--- config.mk ---
export PLATFORM = sky130hd
export DESIGN_NAME = split_arbiter
export DESIGN_NICKNAME = d
export VERILOG_FILES = /design/src/rtl/split_arbiter.sv
export SDC_FILE = /design/constraint.sdc
export NUM_CORES = 1
export LEC_CHECK = 0
export ABC_AREA = 1
export CORE_MARGIN = 1.5
export CORE_UTILIZATION = 59
export CTS_BUF_LIST = sky130_fd_sc_hd__clkbuf_4 sky130_fd_sc_hd__clkbuf_8
export CTS_CLUSTER_DIAMETER = 120
export DETAILED_ROUTE_END_ITERATION = 10
export GPL_ROUTABILITY_DRIVEN = 0
export HOLD_SLACK_MARGIN = 0.02
export PLACE_DENSITY_LB_ADDON = 0.3
export SYNTH_ARGS = -nofsm -noshare
export SYNTH_HDL_FRONTEND = slang
export SYNTH_SLANG_ARGS = --single-unit
--- constraint.sdc ---
create_clock -name CLK -period 3.15 [get_ports CLK]
set_input_delay 0.63 -clock CLK [delete_from_list [all_inputs] [get_ports CLK]]
set_output_delay 0.63 -clock CLK [all_outputs]
set_load 0.01 [all_outputs]
--- src/rtl/split_arbiter.sv ---
// Two-master bus arbiter with grant timeout and split-transaction parking.
// A split master is masked until its slave resumes, then it wins the next grant.
module split_arbiter #(
  parameter int unsigned WAIT_MAX = 4
) (
  input  logic       CLK,
  input  logic       RSTN,
  input  logic [1:0] B_REQ,
  input  logic       B_UTIL,
  input  logic       B_SPLIT,
  input  logic       B_SPL_RESUME,
  output logic [1:0] B_GRANT,
  output logic       B_DONE,
  output logic       B_BUSY,
  output logic       B_SPL_PEND
);

  typedef enum logic [1:0] {IDLE, WAIT, OWN} state_t;

  localparam logic [3:0] WAIT_LAST = 4'(WAIT_MAX - 1);

  state_t     state;
  logic       last;
  logic       spl_id;
  logic       spl_ok;
  logic [3:0] wcnt;
  logic [1:0] elig;
  logic       winner;
  logic       owner;

  assign owner = B_GRANT[1];

  // A parked master stays masked until its slave has resumed.
  always_comb begin
    elig = B_REQ;
    if (B_SPL_PEND && !spl_ok) elig[spl_id] = 1'b0;
    winner = ~last;
    if (B_SPL_PEND && spl_ok && B_REQ[spl_id]) winner = spl_id;
    else if (elig == 2'b01) winner = 1'b0;
    else if (elig == 2'b10) winner = 1'b1;
  end

  always_ff @(posedge CLK or negedge RSTN) begin
    if (!RSTN) begin
      state      <= IDLE;
      B_GRANT    <= 2'b00;
      B_DONE     <= 1'b0;
      B_BUSY     <= 1'b0;
      B_SPL_PEND <= 1'b0;
      last       <= 1'b1;
      spl_id     <= 1'b0;
      spl_ok     <= 1'b0;
      wcnt       <= 4'd0;
    end else begin
      B_DONE <= 1'b0;
      // Later assignments below (split recorded, split master granted) override this.
      if (B_SPL_RESUME && B_SPL_PEND) spl_ok <= 1'b1;
      case (state)
        IDLE: begin
          if (|elig) begin
            state   <= WAIT;
            B_GRANT <= winner ? 2'b10 : 2'b01;
            B_BUSY  <= 1'b1;
            last    <= winner;
            wcnt    <= 4'd0;
            if (B_SPL_PEND && spl_ok && (winner == spl_id)) begin
              B_SPL_PEND <= 1'b0;
              spl_ok     <= 1'b0;
            end
          end
        end
        WAIT: begin
          wcnt <= wcnt + 4'd1;
          if (B_UTIL) begin
            state <= OWN;
          end else if (wcnt == WAIT_LAST) begin
            state   <= IDLE;
            B_GRANT <= 2'b00;
            B_BUSY  <= 1'b0;
            B_DONE  <= 1'b1;
          end
        end
        OWN: begin
          if (B_SPLIT || !B_UTIL) begin
            if (B_SPLIT && !B_SPL_PEND) begin
              spl_id     <= owner;
              B_SPL_PEND <= 1'b1;
              spl_ok     <= 1'b0;
            end
            state   <= IDLE;
            B_GRANT <= 2'b00;
            B_BUSY  <= 1'b0;
            B_DONE  <= 1'b1;
          end
        end
        default: state <= IDLE;
      endcase
    end
  end

endmodule

==> metrics, run 1 <==
outcome complete, no violations; number of DRC markers after the initial detailed-route iteration 23; routed wire length per instance 11.7 µm; filler instances 97; ranking of synthesized cells by area dfrtp_1 (38%), nand2_1 (15%), ha_1 (7.3%), nand3_1 (6.4%), inv_1 (6.1%); total nets after synthesis 125; count of standard-cell rows 13; crit path time final 1940 ps; Sink Count 14; PortBufs 11; number of DRC violations after detailed routing 0; r2r worst-path depth 8; number of antenna cells inserted 0; headroom to the max-slew limit 0.562; count of boundary I/O pins 12; average footprint of a synthesized cell 7.62 µm²; critical path start-end classification flop to output port; total net switching power 404 µW; antenna violations before repair 0; Setup Buffers After CTS 0; global route total overflow 0; pin count of the biggest net entering global routing 15; Non-Filler Instances 142; synthesized instance count 113; worst path arrival time 1310 ps; crit-path leading delay family buffers and inverters; endpoint kind of the worst setup timing path output port; area of the placeable core 1330 µm²; reported leakage power 0.532 nW; number of cells on the worst hold path 2; number of violations of the max-capacitance limit 0; final setup vio count 0; measured slew at the worst slew-check pin 655 ps; Post-Synthesis Cell Area 861 µm²; vias in the first global route 635; clock transition at the registers of the reported paths 90 ps; arithmetic-cell share of the synthesized area counting full adders, half adders and majority gates 0.0727; critical path depth 1; final hold slack 501 ps; Switching Fraction 0.447; number of nets at the end of the flow 140; combinational fraction of design power 0.527; largest family of logic cells by synthesized area simple AND/OR/NAND/NOR gates; area share of the largest cell type after synthesis 0.378; drt via density 5.44; chain of cells forming the critical path clkdlybuf4s50_1; XOR/XNOR Fraction of Synth Area 0.0102; final total power 904 µW; maximum root-to-sink buffer count 2; detailed-routing iteration count for the pre-antenna-repair pass 4; class of the tightest hold or removal check flop to flop; multiplexer share of the synthesized area 0; number of hold-slack violations in the final timing report 0; total number of H-tree levels 1; cell type of the slowest stage on the worst timing path clkdlybuf4s50_1; synthesized flop and latch total 14; placed cell count 138; maximum ir drop on the vdd rail 495 µV; power per unit of standard cell area 891 nW/µm²; CTS Buf Count 3; compound-gate portion of the synthesized area 0.121; unrepaired setup endpoints after global routing no; Clock power frac 0.123; total die area 1700 µm²; Buf/Inv on CP 1; Initial Utilization 0.645; vertical extent of the die 41.2 µm; internal power summed over all cells 500 µW; worst-case clock skew 7.01 ps; maximum fanout along the worst path 7; TritonCTS clock tree built; post-route ant nets 0; Peak Freq 0.517 GHz; Post-CTS Hold Buffers 0; TNS Setup 0 ps; share of synthesized area occupied by flip-flops and latches 0.408; proportion of power drawn by flip-flops and latches 0.349; clock root buffer master clkbuf_4; Simple-Gate Fraction of Synth Area 0.317; chip width 41.2 µm; count of vias placed by the detailed router 773; cell taking the most area after synthesis dfrtp_1; max-slew violation total from the final report 0; placed wire-length estimate 1.29 mm; overall fraction of global-route tracks in use 0.216; routed wire length 1.66 mm; data required time of the critical path 2520 ps; fraction of the cycle the final worst path needs 0.614; max incr delay on CP 580 ps; number of synthesis warnings 0; Setup crit start kind flop; global-route wire length before repair 2.44 mm; layout cell share with drive strength beyond 1 0.118; post_cts resized 0; clock insertion delay at the later pin of the skew report 270 ps; area grow syn2layout 17.9%; number of different library cells in the post-synthesis netlist 22
synthesized netlist by cell type:
master / n
inv_2: 1
dfrtp_1: 13
dfstp_2: 1
ha_1: 5
buf_2: 1
nand3_4: 1
nand2_1: 35
or2_0: 1
a21boi_0: 1
a21oi_1: 7
xor2_1: 1
nand2_2: 2
o21ai_2: 3
nand3b_1: 1
or2_2: 1
o21ai_1: 2
nand3_1: 11
nor2_1: 3
inv_1: 14
nor2_2: 2
o21ai_0: 5
nand4_1: 2
cell families (layout without fill, tap and decap cells):
family	after synthesis	in the layout
AOI/OAI and AO/OA	18	18
xor gates and xnor gates	1	1
adders and majority gates	5	5
buffers and inverters	16	30
DFF	14	14
and+or+nand+nor	59	59
routing by layer:
| layer | global-route usage | vias up | part of all wire |
|---|---|---|---|
| li1 | - | 393 | - |
| met1 | 0.247 | 356 | 0.43 |
| met2 | 0.426 | 24 | 0.52 |
| met3 | 0.0489 | 0 | 0.051 |
| met4 | 0 | 0 | 0 |
| met5 | 0 | - | 0 |
stage by stage:
step / cell area (µm²) / util / worst slack (ps)
6_report: 1010 / 0.761 / 1210
5_1_grt: 1010 / 0.761 / 1150
4_1_cts: 1010 / 0.761 / 1200
3_5_place_dp: 985 / 0.738 / 1230
3_3_place_gp: 985 / 0.738 / 1260
2_1_floorplan: 861 / - / 1720
flip-flops by register name, summed over array words and instances, names as in the netlist:
register and flops:
spl_id 1, state 2, B_SPL_PEND 1, B_GRANT 2, B_BUSY 1, last 1
wcnt 4, B_DONE 1, spl_ok 1
power groups by stage:
stage	registers (mW)	clock network, mW	logic, mW
after floorplan	0.317	0	0.337
after global placement	0.314	0	0.461
after detailed placement	0.318	0	0.479
after CTS	0.316	0.114	0.481
after global routing	0.326	0.123	0.544
final	0.316	0.112	0.477
area by class of cell:
cell class / instances / area, µm² / area share
repair buffers: 11 / 110 / 0.109
inverters: 15 / 56.3 / 0.0555
well taps: 15 / 18.8 / 0.0185
multi-input cells: 83 / 448 / 0.441
clock buffers: 4 / 30.0 / 0.0296
flip-flops and latches: 14 / 352 / 0.346
path summary, 6_finish.rpt:
| kind | slack, ps | start | endpoint |
|---|---|---|---|
| setup / recovery | 1210 | B_SPL_PEND | B_SPL_PEND |
| hold / removal | 500 | B_BUSY | B_BUSY |
| setup reg to reg | 1470 | state[1] | B_GRANT[1] |
| hold reg to reg | 500 | B_BUSY | B_BUSY |
| max in group asynchronous | 1970 | RSTN | wcnt[1] |
| min in group asynchronous | 760 | RSTN | spl_ok |
cell usage in the layout, fill, tap and decap left out, drive strengths merged:
master	instances
clkdlybuf4s50	11
ha	5
dfrtp	13
inv	15
nor2	5
or2	2
clkbuf	4
dfstp	1
nand4	2
nand3b	1
a21boi	1
nand3	12
xor2	1
o21ai	10
a21oi	7
nand2	37
Power figures use the tool's default switching activity.
==> run 2: changes to the inputs <==
--- a/config.mk
+++ b/config.mk
@@ -7,7 +7,7 @@
 export LEC_CHECK = 0
 export ABC_AREA = 1
 export CORE_MARGIN = 1.5
-export CORE_UTILIZATION = 59
+export CORE_UTILIZATION = 55
 export CTS_BUF_LIST = sky130_fd_sc_hd__clkbuf_4 sky130_fd_sc_hd__clkbuf_8
 export CTS_CLUSTER_DIAMETER = 120
 export DETAILED_ROUTE_END_ITERATION = 10
==> constraint.sdc (replaced) <==
create_clock -name CLK -period 2 [get_ports CLK]
set_input_delay 0.4 -clock CLK [delete_from_list [all_inputs] [get_ports CLK]]
set_output_delay 0.4 -clock CLK [all_outputs]
set_load 0.01 [all_outputs]
==> metrics, run 2 (synthesized netlist as in run 1, its figures left out) <==
Setup crit start kind flop (unchanged); outcome complete, no violations (unchanged); layout cell share with drive strength beyond 1 0.118 (unchanged); chip width 42.6 µm (was 41.2 µm); leading cell type in the layout, fill and taps excluded nand2_1 (unchanged); number of DRC violations after detailed routing 0 (unchanged); max incr delay on CP 570 ps (was 580 ps); final setup vio count 0 (unchanged); clock root buffer master clkbuf_4 (unchanged); area grow syn2layout 18.7% (was 17.9%); TritonCTS clock tree built (unchanged); registers with the most flip-flops wcnt x4, B_GRANT x2, state x2 (unchanged); unrepaired setup endpoints after global routing no (unchanged); filler instances 122 (was 97); number of violations of the max-capacitance limit 0 (unchanged); drt via density 5.38 (was 5.44); area occupied by multi-input gates 448 µm² (unchanged); largest register by flop count wcnt (unchanged); maximum ir drop on the vdd rail 995 µV (was 495 µV); post_cts resized 0 (unchanged); overall fraction of global-route tracks in use 0.201 (was 0.216); TNS Setup 0 ps (unchanged); global-route wire length before repair 2.73 mm (was 2.44 mm); total die area 1810 µm² (was 1700 µm²); count of vias placed by the detailed router 769 (was 773); routed wire length 1.67 mm (was 1.66 mm); final hold slack 484 ps (was 501 ps); reported leakage power 0.535 nW (was 0.532 nW); placed wire-length estimate 1.27 mm (was 1.29 mm); worst path arrival time 1320 ps (was 1310 ps); Initial Utilization 0.578 (was 0.645); headroom to the max-slew limit 0.580 (was 0.562); count of standard-cell rows 14 (was 13); critical path start-end classification flop to output port (unchanged); vertical extent of the die 42.6 µm (was 41.2 µm); number of hold-slack violations in the final timing report 0 (unchanged); Peak Freq 0.583 GHz; chain of cells forming the critical path clkdlybuf4s50_1 (unchanged); number of nets at the end of the flow 140 (unchanged); data required time of the critical path 1600 ps (was 2520 ps); clock insertion delay at the later pin of the skew report 280 ps (was 270 ps); cell type of the slowest stage on the worst timing path clkdlybuf4s50_1 (unchanged); antenna violations before repair 0 (unchanged); Buf/Inv on CP 1 (unchanged); max FFs per register 4 (unchanged); max-slew violation total from the final report 0 (unchanged); total number of H-tree levels 1 (unchanged); Setup Buffers After CTS 0 (unchanged); CTS Buf Count 3 (unchanged); measured slew at the worst slew-check pin 628 ps (was 655 ps); fraction of the cycle the final worst path needs 0.858; count of boundary I/O pins 12 (unchanged); worst-case clock skew 3.23 ps (was 7.01 ps); number of antenna cells inserted 0 (unchanged); Sink Count 14 (unchanged); Post-CTS Hold Buffers 0 (unchanged); global route total overflow 0 (unchanged); clock transition at the registers of the reported paths 90 ps (about the same); area of the placeable core 1490 µm² (was 1330 µm²); power per unit of standard cell area 1420 nW/µm² (was 891 nW/µm²); class of the tightest hold or removal check flop to flop (unchanged); area occupied by registers 352 µm² (unchanged); vias in the first global route 689 (was 635); pin count of the biggest net entering global routing 15 (unchanged); PortBufs 11 (unchanged); routed wire length per instance 11.7 µm (about the same); post-route ant nets 0 (unchanged); maximum fanout along the worst path 7 (unchanged); commonest non-fill, non-tap cells in the layout nand2_1 (35), inv_1 (14), dfrtp_1 (13), nand3_1 (11), clkdlybuf4s50_1 (11) (unchanged); detailed-routing iteration count for the pre-antenna-repair pass 5 (was 4); crit path time final 1720 ps; number of DRC markers after the initial detailed-route iteration 25 (was 23); maximum root-to-sink buffer count 2 (unchanged); Worst R2R Setup Slack 350 ps (was 1470 ps); crit-path leading delay family buffers and inverters (unchanged); endpoint kind of the worst setup timing path output port (unchanged)
## run 2: cell counts in the layout (fill, tap and decap cells not counted)
No cell type changed its count.
## run 2: metrics by stage
stage               worst slack, ps   util  cell area, µm²  cells  power [mW]
CTS                             269  0.687            1020    143        1.46
floorplan                       572      -             861    113        1.03
global placement                363  0.662             986    139        1.22
finish                          283  0.687            1020    143        1.45
detailed placement              309  0.662             986    139        1.25
global route                    223  0.687            1020    143        1.58
## run 2: area by class of cell
| type | instances | share of cell area |
|---|---|---|
| multi-input combinational | 83 | 0.438 |
| sequential | 14 | 0.344 |
| timing repair buffer | 11 | 0.108 |
| inverter | 15 | 0.0551 |
| clock buffer | 4 | 0.0355 |
| tap | 16 | 0.0196 |
## run 2: final timing paths
| kind | from | cells past startpoint | end |
|---|---|---|---|
| setup / recovery | B_SPL_PEND | 1 | B_SPL_PEND |
| hold / removal | B_BUSY | 2 | B_BUSY |
| setup reg to reg | state[1] | 8 | B_GRANT[1] |
| hold reg to reg | B_BUSY | 2 | B_BUSY |
| max in group asynchronous | RSTN | 1 | spl_id |
| min in group asynchronous | RSTN | 1 | spl_ok |
## run 2: where the power goes
group | total [mW] | switching, mW | leakage (nW) | internal, mW
logic | 0.752 | 0.453 | 0.335 | 0.300
registers | 0.492 | 0.0916 | 0.179 | 0.400
clock network | 0.208 | 0.0970 | 0.0210 | 0.111
total | 1.45 | 0.641 | 0.535 | 0.810
## run 2: layer usage
layer	share of wire	track usage	vias to the layer above
li1	-	-	388
met1	0.44	0.224	362
met2	0.51	0.363	15
met3	0.034	0.0388	4
met4	0.0084	0.0938	0
met5	0	0	-
